[src/rtl/uart_rx_ctrl_pkg.sv]
// Shared constants for the UART receive path.
// Bus geometry and the UART chip-select value, register offsets,
// STATUS bit positions, the RXDATA valid bit and the receiver FSM states.
package uart_rx_ctrl_pkg;

  // System bus geometry and UART decode
  localparam int unsigned ADDR_WIDTH = 32;
  localparam int unsigned DATA_WIDTH = 32;
  localparam int unsigned IO_SELECT  = 4;
  localparam logic [IO_SELECT-1:0] UART_SELECT = 4'hA;

  // Register select values (addr[3:2])
  localparam logic [1:0] REG_RXDATA = 2'd0;
  localparam logic [1:0] REG_STATUS = 2'd1;

  // STATUS bit positions
  localparam int unsigned STAT_NOT_EMPTY = 0;
  localparam int unsigned STAT_FULL      = 1;
  localparam int unsigned STAT_FRAME_ERR = 2;
  localparam int unsigned STAT_OVERRUN   = 3;

  // RXDATA valid bit position
  localparam int unsigned RXDATA_VLD = 8;

  typedef enum logic [2:0] {
    S_IDLE,
    S_START,
    S_DATA,
    S_STOP,
    S_BREAK
  } rx_state_t;

endpackage

[src/rtl/uart_rx_fifo.sv]
// Single-clock synchronous byte FIFO for the UART receive path.
// Ports:
//   clk, reset  : clock, asynchronous active-low reset
//   push, wr_data : write request and byte
//   pop         : read request (ignored when empty)
//   rd_data     : head byte (combinational from storage)
//   full, empty, count : occupancy
// A push while full is accepted only if a pop happens in the same cycle.
module uart_rx_fifo #(
  parameter int unsigned DEPTH = 16
) (
  input  logic                       clk,
  input  logic                       reset,
  input  logic                       push,
  input  logic [7:0]                 wr_data,
  input  logic                       pop,
  output logic [7:0]                 rd_data,
  output logic                       full,
  output logic                       empty,
  output logic [$clog2(DEPTH):0]     count
);

  localparam int unsigned AW = $clog2(DEPTH);
  localparam int unsigned CW = AW + 1;

  logic [7:0]    mem [DEPTH];
  logic [AW-1:0] wr_ptr;
  logic [AW-1:0] rd_ptr;
  logic          do_push;
  logic          do_pop;

  assign full    = (count == CW'(DEPTH));
  assign empty   = (count == '0);
  assign do_pop  = pop & ~empty;
  assign do_push = push & (~full | do_pop);
  assign rd_data = mem[rd_ptr];

  always_ff @(posedge clk) begin
    if (do_push) mem[wr_ptr] <= wr_data;
  end

  always_ff @(posedge clk or negedge reset) begin
    if (!reset) begin
      wr_ptr <= '0;
      rd_ptr <= '0;
      count  <= '0;
    end else begin
      if (do_push) wr_ptr <= wr_ptr + AW'(1);
      if (do_pop)  rd_ptr <= rd_ptr + AW'(1);
      count <= count + CW'(do_push) - CW'(do_pop);
    end
  end

endmodule

[src/rtl/uart_rx_ctrl.sv]
// UART receive controller: rxd synchroniser, 8N1 deserialiser FSM,
// RX FIFO and memory-mapped RXDATA/STATUS registers.
// Ports:
//   clk        : core clock
//   reset      : asynchronous active-low reset
//   addr       : bus address (chip select in the top IO_SELECT bits, reg in [3:2])
//   wrt_data   : bus write data (STATUS W1C only)
//   rd_data    : registered read data, zero when data_valid is low
//   we         : 1 = write, 0 = read
//   req_valid  : one-cycle request strobe
//   data_valid : one-cycle acknowledge, cycle after the request
//   rxd        : asynchronous serial input, idle high
//   rx_irq     : level interrupt, FIFO not empty or a sticky error set
module uart_rx_ctrl
  import uart_rx_ctrl_pkg::*;
#(
  parameter int unsigned CLK_FREQ   = 50_000_000,
  parameter int unsigned BAUD_RATE  = 9600,
  parameter int unsigned FIFO_DEPTH = 16
) (
  input  logic                  clk,
  input  logic                  reset,
  input  logic [ADDR_WIDTH-1:0] addr,
  input  logic [DATA_WIDTH-1:0] wrt_data,
  output logic [DATA_WIDTH-1:0] rd_data,
  input  logic                  we,
  input  logic                  req_valid,
  output logic                  data_valid,
  input  logic                  rxd,
  output logic                  rx_irq
);

  localparam int unsigned CLKS_PER_BIT = CLK_FREQ / BAUD_RATE;
  localparam int unsigned CNT_W        = $clog2(CLKS_PER_BIT);
  localparam int unsigned FCW          = $clog2(FIFO_DEPTH) + 1;
  localparam logic [CNT_W-1:0] HALF_BIT = CNT_W'(CLKS_PER_BIT / 2 - 1);
  localparam logic [CNT_W-1:0] FULL_BIT = CNT_W'(CLKS_PER_BIT - 1);

  // Synchroniser
  logic rxd_meta;
  logic rxd_sync;

  // Receiver FSM
  rx_state_t        state, state_next;
  logic [CNT_W-1:0] cnt, cnt_next;
  logic [2:0]       bit_idx, bit_idx_next;
  logic [7:0]       shift, shift_next;
  logic             push;
  logic             frame_set;

  // FIFO
  logic [7:0]     fifo_rd_data;
  logic           fifo_full;
  logic           fifo_empty;
  logic [FCW-1:0] fifo_count;
  logic [FCW-1:0] count_next;
  logic           pop;
  logic           push_ok;
  logic           ovr_set;

  // Bus and flags
  logic                  sel;
  logic                  rd_req;
  logic                  wr_req;
  logic [1:0]            reg_sel;
  logic                  clr_ovr;
  logic                  clr_fe;
  logic                  overrun, overrun_next;
  logic                  frame_err, frame_err_next;
  logic [DATA_WIDTH-1:0] rd_next;

  logic unused_bits;
  assign unused_bits = ^{wrt_data[DATA_WIDTH-1:4], wrt_data[1:0],
                         addr[ADDR_WIDTH-IO_SELECT-1:4], addr[1:0]};

  always_ff @(posedge clk or negedge reset) begin
    if (!reset) begin
      rxd_meta <= 1'b1;
      rxd_sync <= 1'b1;
    end else begin
      rxd_meta <= rxd;
      rxd_sync <= rxd_meta;
    end
  end

  always_ff @(posedge clk or negedge reset) begin
    if (!reset) begin
      state   <= S_IDLE;
      cnt     <= '0;
      bit_idx <= '0;
      shift   <= '0;
    end else begin
      state   <= state_next;
      cnt     <= cnt_next;
      bit_idx <= bit_idx_next;
      shift   <= shift_next;
    end
  end

  always_comb begin
    state_next   = state;
    cnt_next     = cnt + CNT_W'(1);
    bit_idx_next = bit_idx;
    shift_next   = shift;
    push         = 1'b0;
    frame_set    = 1'b0;
    unique case (state)
      S_IDLE: begin
        cnt_next = '0;
        if (!rxd_sync) state_next = S_START;
      end
      S_START: begin
        // Mid-start-bit check filters glitches shorter than half a bit
        if (cnt == HALF_BIT) begin
          cnt_next     = '0;
          bit_idx_next = '0;
          state_next   = rxd_sync ? S_IDLE : S_DATA;
        end
      end
      S_DATA: begin
        if (cnt == FULL_BIT) begin
          cnt_next   = '0;
          shift_next = {rxd_sync, shift[7:1]};
          if (bit_idx == 3'd7) state_next = S_STOP;
          else                 bit_idx_next = bit_idx + 3'd1;
        end
      end
      S_STOP: begin
        if (cnt == FULL_BIT) begin
          cnt_next = '0;
          if (rxd_sync) begin
            push       = 1'b1;
            state_next = S_IDLE;
          end else begin
            frame_set  = 1'b1;
            state_next = S_BREAK;
          end
        end
      end
      S_BREAK: begin
        // A held-low line must return high before a new start bit counts
        cnt_next = '0;
        if (rxd_sync) state_next = S_IDLE;
      end
      default: begin
        cnt_next   = '0;
        state_next = S_IDLE;
      end
    endcase
  end

  uart_rx_fifo #(
    .DEPTH(FIFO_DEPTH)
  ) u_fifo (
    .clk     (clk),
    .reset   (reset),
    .push    (push),
    .wr_data (shift),
    .pop     (pop),
    .rd_data (fifo_rd_data),
    .full    (fifo_full),
    .empty   (fifo_empty),
    .count   (fifo_count)
  );

  always_comb begin
    sel     = req_valid & (addr[ADDR_WIDTH-1 -: IO_SELECT] == UART_SELECT);
    reg_sel = addr[3:2];
    rd_req  = sel & ~we;
    wr_req  = sel & we;
    pop     = rd_req & (reg_sel == REG_RXDATA) & ~fifo_empty;
    // A same-cycle pop frees the slot, so a full FIFO still accepts the push
    push_ok = push & (~fifo_full | pop);
    ovr_set = push & fifo_full & ~pop;
    count_next = fifo_count + FCW'(push_ok) - FCW'(pop);

    clr_ovr = wr_req & (reg_sel == REG_STATUS) & wrt_data[STAT_OVERRUN];
    clr_fe  = wr_req & (reg_sel == REG_STATUS) & wrt_data[STAT_FRAME_ERR];
    overrun_next   = ovr_set   | (overrun   & ~clr_ovr);
    frame_err_next = frame_set | (frame_err & ~clr_fe);

    rd_next = '0;
    if (rd_req) begin
      if (reg_sel == REG_RXDATA) begin
        if (!fifo_empty) begin
          rd_next[7:0]       = fifo_rd_data;
          rd_next[RXDATA_VLD] = 1'b1;
        end
      end else if (reg_sel == REG_STATUS) begin
        rd_next[STAT_NOT_EMPTY] = ~fifo_empty;
        rd_next[STAT_FULL]      = fifo_full;
        rd_next[STAT_FRAME_ERR] = frame_err;
        rd_next[STAT_OVERRUN]   = overrun;
      end
    end
  end

  always_ff @(posedge clk or negedge reset) begin
    if (!reset) begin
      overrun    <= 1'b0;
      frame_err  <= 1'b0;
      rd_data    <= '0;
      data_valid <= 1'b0;
      rx_irq     <= 1'b0;
    end else begin
      overrun    <= overrun_next;
      frame_err  <= frame_err_next;
      rd_data    <= rd_next;
      data_valid <= sel;
      rx_irq     <= (count_next != '0) | overrun_next | frame_err_next;
    end
  end

endmodule

[config.mk]
export PLATFORM = sky130hd
export DESIGN_NAME = uart_rx_ctrl
export DESIGN_NICKNAME = d
export VERILOG_FILES = /design/src/rtl/uart_rx_ctrl_pkg.sv /design/src/rtl/uart_rx_fifo.sv /design/src/rtl/uart_rx_ctrl.sv
export SDC_FILE = /design/constraint.sdc
export NUM_CORES = 1
export LEC_CHECK = 0
export ABC_CLOCK_PERIOD_IN_PS = 3400
export CAP_MARGIN = 5
export CELL_PAD_IN_SITES_DETAIL_PLACEMENT = 0
export CELL_PAD_IN_SITES_GLOBAL_PLACEMENT = 2
export CORE_MARGIN = 4
export CORE_UTILIZATION = 40
export CTS_CLUSTER_SIZE = 8
export DETAILED_ROUTE_END_ITERATION = 8
export PLACE_DENSITY = 0.83
export SLEW_MARGIN = 5
export SYNTH_ARGS = -nofsm -noshare
export SYNTH_HDL_FRONTEND = slang
export SYNTH_SLANG_ARGS = --single-unit
[constraint.sdc]
create_clock -name clk -period 3.4 [get_ports clk]
set_input_delay 0.51 -clock clk [delete_from_list [all_inputs] [get_ports clk]]
set_output_delay 0.51 -clock clk [all_outputs]
set_load 0.01 [all_outputs]
* Yosys cells after proc, flatten, opt, wreduce, memory -nomap -nowiden
Memory sizes are Yosys's and may differ from the RTL's.
Index checks and enable logic that the tools add are counted.
** Operators by class
- Bitwise gates (word level) :: 27
- Add/subtract/negate cells :: 8
- Reductions and logical operators :: 9
- Muxes and demuxes :: 29
- Equal/unequal tests :: 17
** Operator list (count)
- $mux 3 :: 10
- $mux 13 :: 2
- $pmux 13 s2 :: 1
- $mux 9 :: 2
- $and 1x1->1 :: 15
- $pmux 3 s5 :: 1
- $ne 2x2->1 const B :: 7
- $add 13x1->13 const B :: 1
- $eq 13x12->1 const B :: 1
- $eq 13x13->1 const B :: 1
- $add 5x1->5 :: 2
- $sub 5x1->5 :: 2
- $add 4x1->4 const B :: 2
- $mux 1 :: 8
- $mux 4 :: 2
- $eq 3x2->1 const B :: 2
- $eq 3x3->1 const B :: 2
- $not 1->1 :: 6
- $or 1x1->1 :: 6
- $pmux 3 s2 :: 1
- $reduce_and 6->1 :: 1
- $eq 5x5->1 const B :: 1
- $logic_not 5->1 :: 1
- $mux 5 :: 1
- 12 further kinds :: 12
** Word-level totals
- Flip-flop bits (word level) :: 55
- Word-level logic and storage cells :: 105
- Input bits :: 69
- Output and inout port bits :: 34
- Memories kept :: 1
- RAM bits :: 128
** Memory list
- u_fifo.mem :: depth 16, bits a word 8, read ports 1, clocked after Yosys merged registers in 0, write ports 1, line uart_rx_fifo.sv:26 : logic [7:0] mem [DEPTH];

* Logic depth before layout (Yosys ltp)
Gate-level depths: netlist (run 1).
- Depth after elaboration :: 12
- Depth in mapped cells :: 16
- Gate-level depth less buffers :: 15

* Cells and area by module
Synthesis (run 1) repeated with hierarchy kept, for this count alone.
** Second synthesis, totals
- Cell total of the unflattened synthesis :: 543
- Area, all modules :: 8196.6 µm²
** Modules (own cells, without submodules)
- uart_rx_fifo :: instances 1, sequential area each 4169.0 µm², area an instance 5821.8 µm², cells each 319
- uart_rx_ctrl :: instances 1, sequential area each 1053.5 µm², area an instance 2374.8 µm², cells each 224

* Worst setup path after synthesis (run 1)
OpenSTA, ideal clock, no wires.
- Kind :: input-to-reg
- From :: input addr[30]
- To :: register rx_irq
- Path slack :: 0.331 ns
- Data arrival time :: 2.934 ns
- Library setup time :: 0.136 ns
- Required time :: 3.264 ns
- Stages :: 13
- Path buffers :: 1
- Path through :: and4bb_2 nand4bb_1 or3_1 clkbuf_1 inv_2 ha_1 inv_1 ha_1 inv_1 fa_1 xnor2_1 nor4b_1 nand4bb_1
** Between the ends
- Cells in the longest elaborated chain, start to end :: 12
** RTL lines
- start, declared :: line uart_rx_ctrl.sv:23 : input logic [ADDR_WIDTH-1:0] addr,
- $eq 4x4->1 * :: line uart_rx_ctrl.sv:167 : sel = req_valid & (addr[ADDR_WIDTH-1 -: IO_SELECT] == UART_SELECT);
- $and 1x1->1 * :: line uart_rx_ctrl.sv:167
- $and 1x1->1 :: line uart_rx_ctrl.sv:169 : rd_req = sel & ~we;
- $and 1x1->1 (2 in series) :: line uart_rx_ctrl.sv:171 : pop = rd_req & (reg_sel == REG_RXDATA) & ~fifo_empty;
- $or 1x1->1 :: line uart_rx_ctrl.sv:173 : push_ok = push & (~fifo_full | pop);
- $and 1x1->1 :: line uart_rx_ctrl.sv:173
- $add 5x1->5 :: line uart_rx_ctrl.sv:175 : count_next = fifo_count + FCW'(push_ok) - FCW'(pop);
- $sub 5x1->5 :: line uart_rx_ctrl.sv:175
- $reduce_bool 5->1 :: line uart_rx_ctrl.sv:210 : rx_irq <= (count_next != '0) | overrun_next | frame_err_next;
- $or 1x1->1 :: line uart_rx_ctrl.sv:210
- $or 1x1->1 * :: line uart_rx_ctrl.sv:210
- end signal, assigned :: line uart_rx_ctrl.sv:210
- end, declared :: line uart_rx_ctrl.sv:30 : output logic rx_irq
Every way passes the cells marked *; elsewhere a longest branch is shown, timed or not.
A chain may end at the register's enable or synchronous reset.

* Final worst setup path (run 1)
Same ends and word-level chain as after synthesis.

==> results_dict.tcl, run 1 <==
set metrics [dict create \
    final_cells 813 \
    yosysMostFrequentCell "edfxtp_1" \
    required_ns 3.70 \
    cp-start-kind "primary input" \
    worstRegToRegCells 13 \
    fmax_ghz 0.3235 \
    leakagePower_nw 3.816 \
    cp_max_fo 2 \
    worstPathArrival_ns 3.39 \
    grt_max_degree 48 \
    drive_gt1_share_pct 19.53 \
    dr_total_vias 4177 \
    worstPathCellList "clkdlybuf4s50_1 -> and4bb_2 -> nand4bb_1 -> or3_1 -> inv_2 -> ha_1 -> inv_1 -> ha_1 -> inv_1 -> fa_1 -> xnor2_1 -> nor4b_1 -> nand4bb_1" \
    vdd_drop_max_mv 0.3867 \
    antenna_found_initial 0 \
    drc 0 \
    synth_edf_count 128 \
    cts_hold_buf 0 \
    viasPerCell 5.138 \
    num-fill-cells 1620 \
    ys_types 48 \
    clkSinkCount 183 \
    grt-ovfl-total 0 \
    start_util_pct 41.31 \
    ios 103 \
    place_inst 781 \
    syn_area_per_cell_sq_um 16.33 \
    critical_path_class "in2reg" \
    crit_path_end "rx_irq" \
    drt_iter0_markers 298 \
    design.die.area_sq_um 21950 \
    die_h_um 148.1 \
    synth-seq-cells 183 \
    cts_setup_buffers 0 \
    cts_buffers 17 \
    cts_tree "done" \
    yosys.area.top_type "edfxtp_1" \
    reg2reg_from "u_fifo.count[2]" \
    timing.final.max_slew_violations 0 \
    syn_area_sq_um 7856 \
    async_flop_share_pct 30.05 \
    drv_cap 0 \
    power_density_nw_per_um2 514.4 \
    final_util_pct 47.82 \
    gp_congestion 0.7701 \
    hold_viol_final 0 \
    grt_pass1_vias 4168 \
    worst_path_max_delay_cell "fa_1" \
    clkTransAtPathRegs_ns 0.07 \
    startpoint "addr[30]" \
    fin_crit_sh_pct 90.92 \
    clkLatencyLatePin_ns 0.43 \
    clockBufferDepth 2 \
    min_period_ns 3.091 \
    die_w_um 148.1 \
    ys_seq_area_share_pct 66.48 \
    synth_top_area_share_pct 48.92 \
    grt_first_pass_wirelength_um 23280 \
    cpPeakStageDelay_ns 0.41 \
    finalSetupViolCount 0 \
    crit_path_end_kind "register" \
    whs_ns 0.2862 \
    worst-slew-pin-transition_ns 1.120 \
    multi_input_area_sq_um 2382 \
    min_path_type "in2async" \
    crit_family "simple AND/OR/NAND/NOR gates" \
    rr_endpoint "rx_irq" \
    syn_inst 481 \
    synth_area_leaders "edfxtp_1 49%, dfrtp_1 17%, mux4_2 7.2%, mux4_1 3.3%, ha_1 2.4%" \
    yosysWarnings 0 \
    route.detailed.wl_per_inst_um 18.24 \
    critical_path_depth 13 \
    antenna_left 0 \
    fin_skew_ns 0.01246 \
    grt.total_usage_pct 14.11 \
    grt_setup_unrepaired "false" \
    coreArea_sq_um 19020 \
    regArea_sq_um 5223 \
    slew_headroom_pct 25.36 \
    path_buf_inv 4 \
    area_growth_pct 15.75 \
    cts_max_level 4 \
    portBuffers 23 \
    rows 50 \
    fin_nets 626 \
    placed_cell_area_sq_um 8487 \
    synthFlopType "edfxtp_1" \
    power_w 0.004678 \
    diodes 0 \
    hpwlAfterDp_um 9877 \
    routed_wl_um 14830 \
    root_buffer "clkbuf_16" \
    synth_common_cells "128 x edfxtp_1, 53 x dfrtp_1, 25 x mux4_2" \
    dr.pass1.iters 4 \
    reg2reg_slack_ns 0.38 \
    final_area_sq_um 9094 \
    status "complete, no violations" \
]
-- layer usage --
metal  routed length (um)  track usage [%]  part of all wire, %  up-vias
met4                  146            4.157                 0.98        0
met2                 7210            22.49                   49      119
met5                    0                0                    0        -
met1                 6559            19.50                   44     2143
li1                     -                -                    -     1902
met3                  913            3.321                  6.2       13
-- report_power, final --
part / internal (W) / leakage, nW / switching (W)
combinational: 0.000140 / 1.33 / 0.000158
clock: 0.00106 / 0.288 / 0.000892
sequential: 0.00239 / 2.20 / 0.0000341
total: 0.00359 / 3.82 / 0.00108
-- worst register-to-register path, delay by kind of cell, from the launching register on --
family	cells	cell delay (ns)
buf+inv	4	0.29
simple gates	4	1.08
xor+xnor	1	0.15
fa+ha+maj	4	1.00
flops	1	0.36
-- flip-flops by register name, indices dropped and copies added, names as in the netlist, 3 cells and up --
name	count
bit_idx	3
cnt	13
rd_data	9
shift	8
state	3
u_fifo.count	5
u_fifo.mem	128
u_fifo.rd_ptr	4
u_fifo.wr_ptr	4
-- how the worst min path moves through the flow --
stage,start,to,slack (ns),depth (start not counted)
4_1_cts,reset,cnt[5],0.32,1
3_3_place_gp,rxd_meta,rxd_sync,0.35,0
3_5_place_dp,rxd_meta,rxd_sync,0.35,0
6_report,reset,cnt[0],0.29,1
2_1_floorplan,reset,bit_idx[0],0.21,0
5_1_grt,reset,cnt[9],0.37,1
-- cells by family (layout without fill, tap and decap cells) --
kind of cell	Yosys count	after routing	synth area share [%]
other cells	1	23	0.04773
flops	183	183	66.48
simple gates	111	111	8.123
mux	51	51	12.66
compound gates	35	35	2.898
fa+ha+maj	17	17	2.899
xor+xnor	23	23	2.564
buf+inv	60	110	4.332
-- layout make-up --
cell class	count	share of cell area [%]
Clock buffer	18	4.829
Tap cell	260	3.577
Sequential cell	183	57.43
Inverter	20	0.8255
Timing Repair Buffer	58	5.366
Multi-Input combinational cell	260	26.20
Clock inverter	14	1.775
-- metrics by stage --
stage                     setup WS, ns  TNS [ns]
final                           0.3088         0
after global routing            0.1716         0
after global placement         -0.1155   -0.1155
after floorplan                 0.3309         0
after detailed placement       -0.1390   -0.1390
after CTS                       0.1982         0
-- cells in the final DEF (no fill, tap or decap), types with 10 or more instances in the layout --
cell type	instances
inv_1	19
xor2_1	11
nor2b_1	11
buf_4	35
and3_1	21
mux4_1	10
xnor2_1	12
dfrtp_1	53
conb_1	23
clkdlybuf4s50_1	22
nor2_1	21
ha_1	15
clkbuf_16	17
edfxtp_1	128
mux4_2	25
nand2_1	19
-- what timing repair did --
action	CTS	global route
hold endpoints to repair	0	0
setup endpoints to repair	0	1
resized for setup	0	1
Power figures use the tool's default switching activity.
==> inputs of run 2 (changes only) <==
ABC_CLOCK_PERIOD_IN_PS = 3300   (was 3400)
clock period = 3.3 ns   (was 3.4 ns; I/O delays follow)
==> results_dict.tcl, run 2 (synthesis gave the netlist of run 1 again) <==
set metrics [dict create \
    slew_headroom_pct 28.37 \
    grt-ovfl-total 0 \
    fmax_ghz 0.3264 \
    gp_congestion 0.7363 \
    power_w 0.004905 \
    rows 50 \
    crit_path_end_kind "register" \
    cts_tree "done" \
    largest_reg_flops 128 \
    grt_setup_unrepaired "false" \
    final_cells 817 \
    vdd_drop_max_mv 0.3988 \
    worstPathCellList "inv_1 -> ha_1 -> nor4b_2 -> buf_4 -> or3_1 -> inv_2 -> ha_1 -> inv_1 -> ha_1 -> inv_1 -> fa_1 -> inv_1 -> a21oi_1 -> o21bai_1 -> xor2_1 -> nand4bb_1" \
    regMostFlops "u_fifo.mem" \
    cts_resized 0 \
    worst-slew-pin-transition_ns 1.074 \
    fin_skew_ns 0.007960 \
    clkLatencyLatePin_ns 0.43 \
    final_common_cell "edfxtp_1" \
    whs_ns 0.2706 \
    place_inst 785 \
    worstPathArrival_ns 3.36 \
    drc 0 \
    fin_crit_sh_pct 92.83 \
    drt_iter0_markers 217 \
    cts_max_level 4 \
    timing.final.max_slew_violations 0 \
    cts_hold_buf 0 \
    worst_path_max_delay_cell "fa_1" \
    viasPerCell 5.121 \
    cp_max_fo 2 \
    clkSinkCount 183 \
    fin_nets 630 \
    critical_path_class "reg2reg" \
    start_util_pct 41.31 \
    hpwlAfterDp_um 10020 \
    cpPeakStageDelay_ns 0.40 \
    grt_first_pass_wirelength_um 23980 \
    cts_buffers 17 \
    min_path_type "in2async" \
    leakagePower_nw 3.853 \
    clkTransAtPathRegs_ns 0.07 \
    status "complete, no violations" \
    dr.pass1.iters 4 \
    drive_gt1_share_pct 20.11 \
    route.detailed.wl_per_inst_um 18.42 \
    grt_pass1_vias 4346 \
    grt.total_usage_pct 14.48 \
    final_cell_mix "128 x edfxtp_1, 53 x dfrtp_1, 39 x buf_4" \
    routed_wl_um 15050 \
    min_period_ns 3.063 \
    ios 103 \
    antenna_found_initial 0 \
    root_buffer "clkbuf_16" \
    portBuffers 23 \
    power_density_nw_per_um2 536.2 \
    area_growth_pct 16.42 \
    cp_common_cell "inv_1" \
    design.die.area_sq_um 21950 \
    hold_viol_final 0 \
    clockBufferDepth 2 \
    required_ns 3.60 \
    die_w_um 148.1 \
    cp-start-kind "register" \
    dr_total_vias 4184 \
    diodes 0 \
    drv_cap 0 \
    die_h_um 148.1 \
    coreArea_sq_um 19020 \
    antenna_left 0 \
    cts_setup_buffers 0 \
    finalSetupViolCount 0 \
    biggestRegsByFlops "u_fifo.mem (128), cnt (13), rd_data (9)" \
    grt_max_degree 46 \
]
[run 2: cell type report]
class | instances | area, sq um
Tap cell | 260 | 325.3
Timing Repair Buffer | 62 | 518.0
Multi-Input combinational cell | 260 | 2389
Fill cell | 1606 | 9872
Clock inverter | 14 | 187.7
Inverter | 20 | 75.07
Clock buffer | 18 | 429.2
Sequential cell | 183 | 5223
[run 2: final timing paths]
kind                                      start       end  slack [ns]  depth (start not counted)
min in group clk                       rxd_meta  rxd_sync        0.36                          0
worst min-delay path                      reset    cnt[9]        0.27                          1
worst max register to register  u_fifo.count[2]    rx_irq        0.24                         16
worst min register to register         rxd_meta  rxd_sync        0.36                          0
max in group asynchronous                 reset  shift[0]        2.22                          2
worst max-delay path            u_fifo.count[2]    rx_irq        0.24                         16
[run 2: report_power, final]
group / leakage [nW] / internal, W / switching, W
Combinational: 1.35 / 0.000145 / 0.000171
Sequential: 2.20 / 0.00246 / 0.0000295
Clock: 0.303 / 0.00122 / 0.000879
Total: 3.85 / 0.00382 / 0.00108
[run 2: critical path: cells and delay by family (launching register included)]
| family | cells | cell delay, ns |
|---|---|---|
| adders and majority gates | 4 | 1.01 |
| and+or+nand+nor | 3 | 0.67 |
| buffers and inverters | 6 | 0.54 |
| DFF | 1 | 0.35 |
| AOI/OAI and AO/OA | 2 | 0.23 |
| xor gates and xnor gates | 1 | 0.16 |
[run 2: metrics by stage]
step | instance area [sq um] | TNS, ns | setup slack, ns | utilization (%)
finish | 9146 | 0 | 0.2365 | 48.09
detailed placement | 8517 | -0.2127 | -0.2127 | 44.78
CTS | 9134 | 0 | 0.1018 | 48.03
global placement | 8517 | -0.1935 | -0.1935 | 44.78
global route | 9146 | 0 | 0.04748 | 48.09
floorplan | 7939 | 0 | 0.2459 | -
[run 2: routing by layer]
layer	global-route usage (%)	share of wire (%)
met3	3.717	5.0
met4	4.434	1.5
met2	23.00	49
met1	19.81	45
met5	0	0
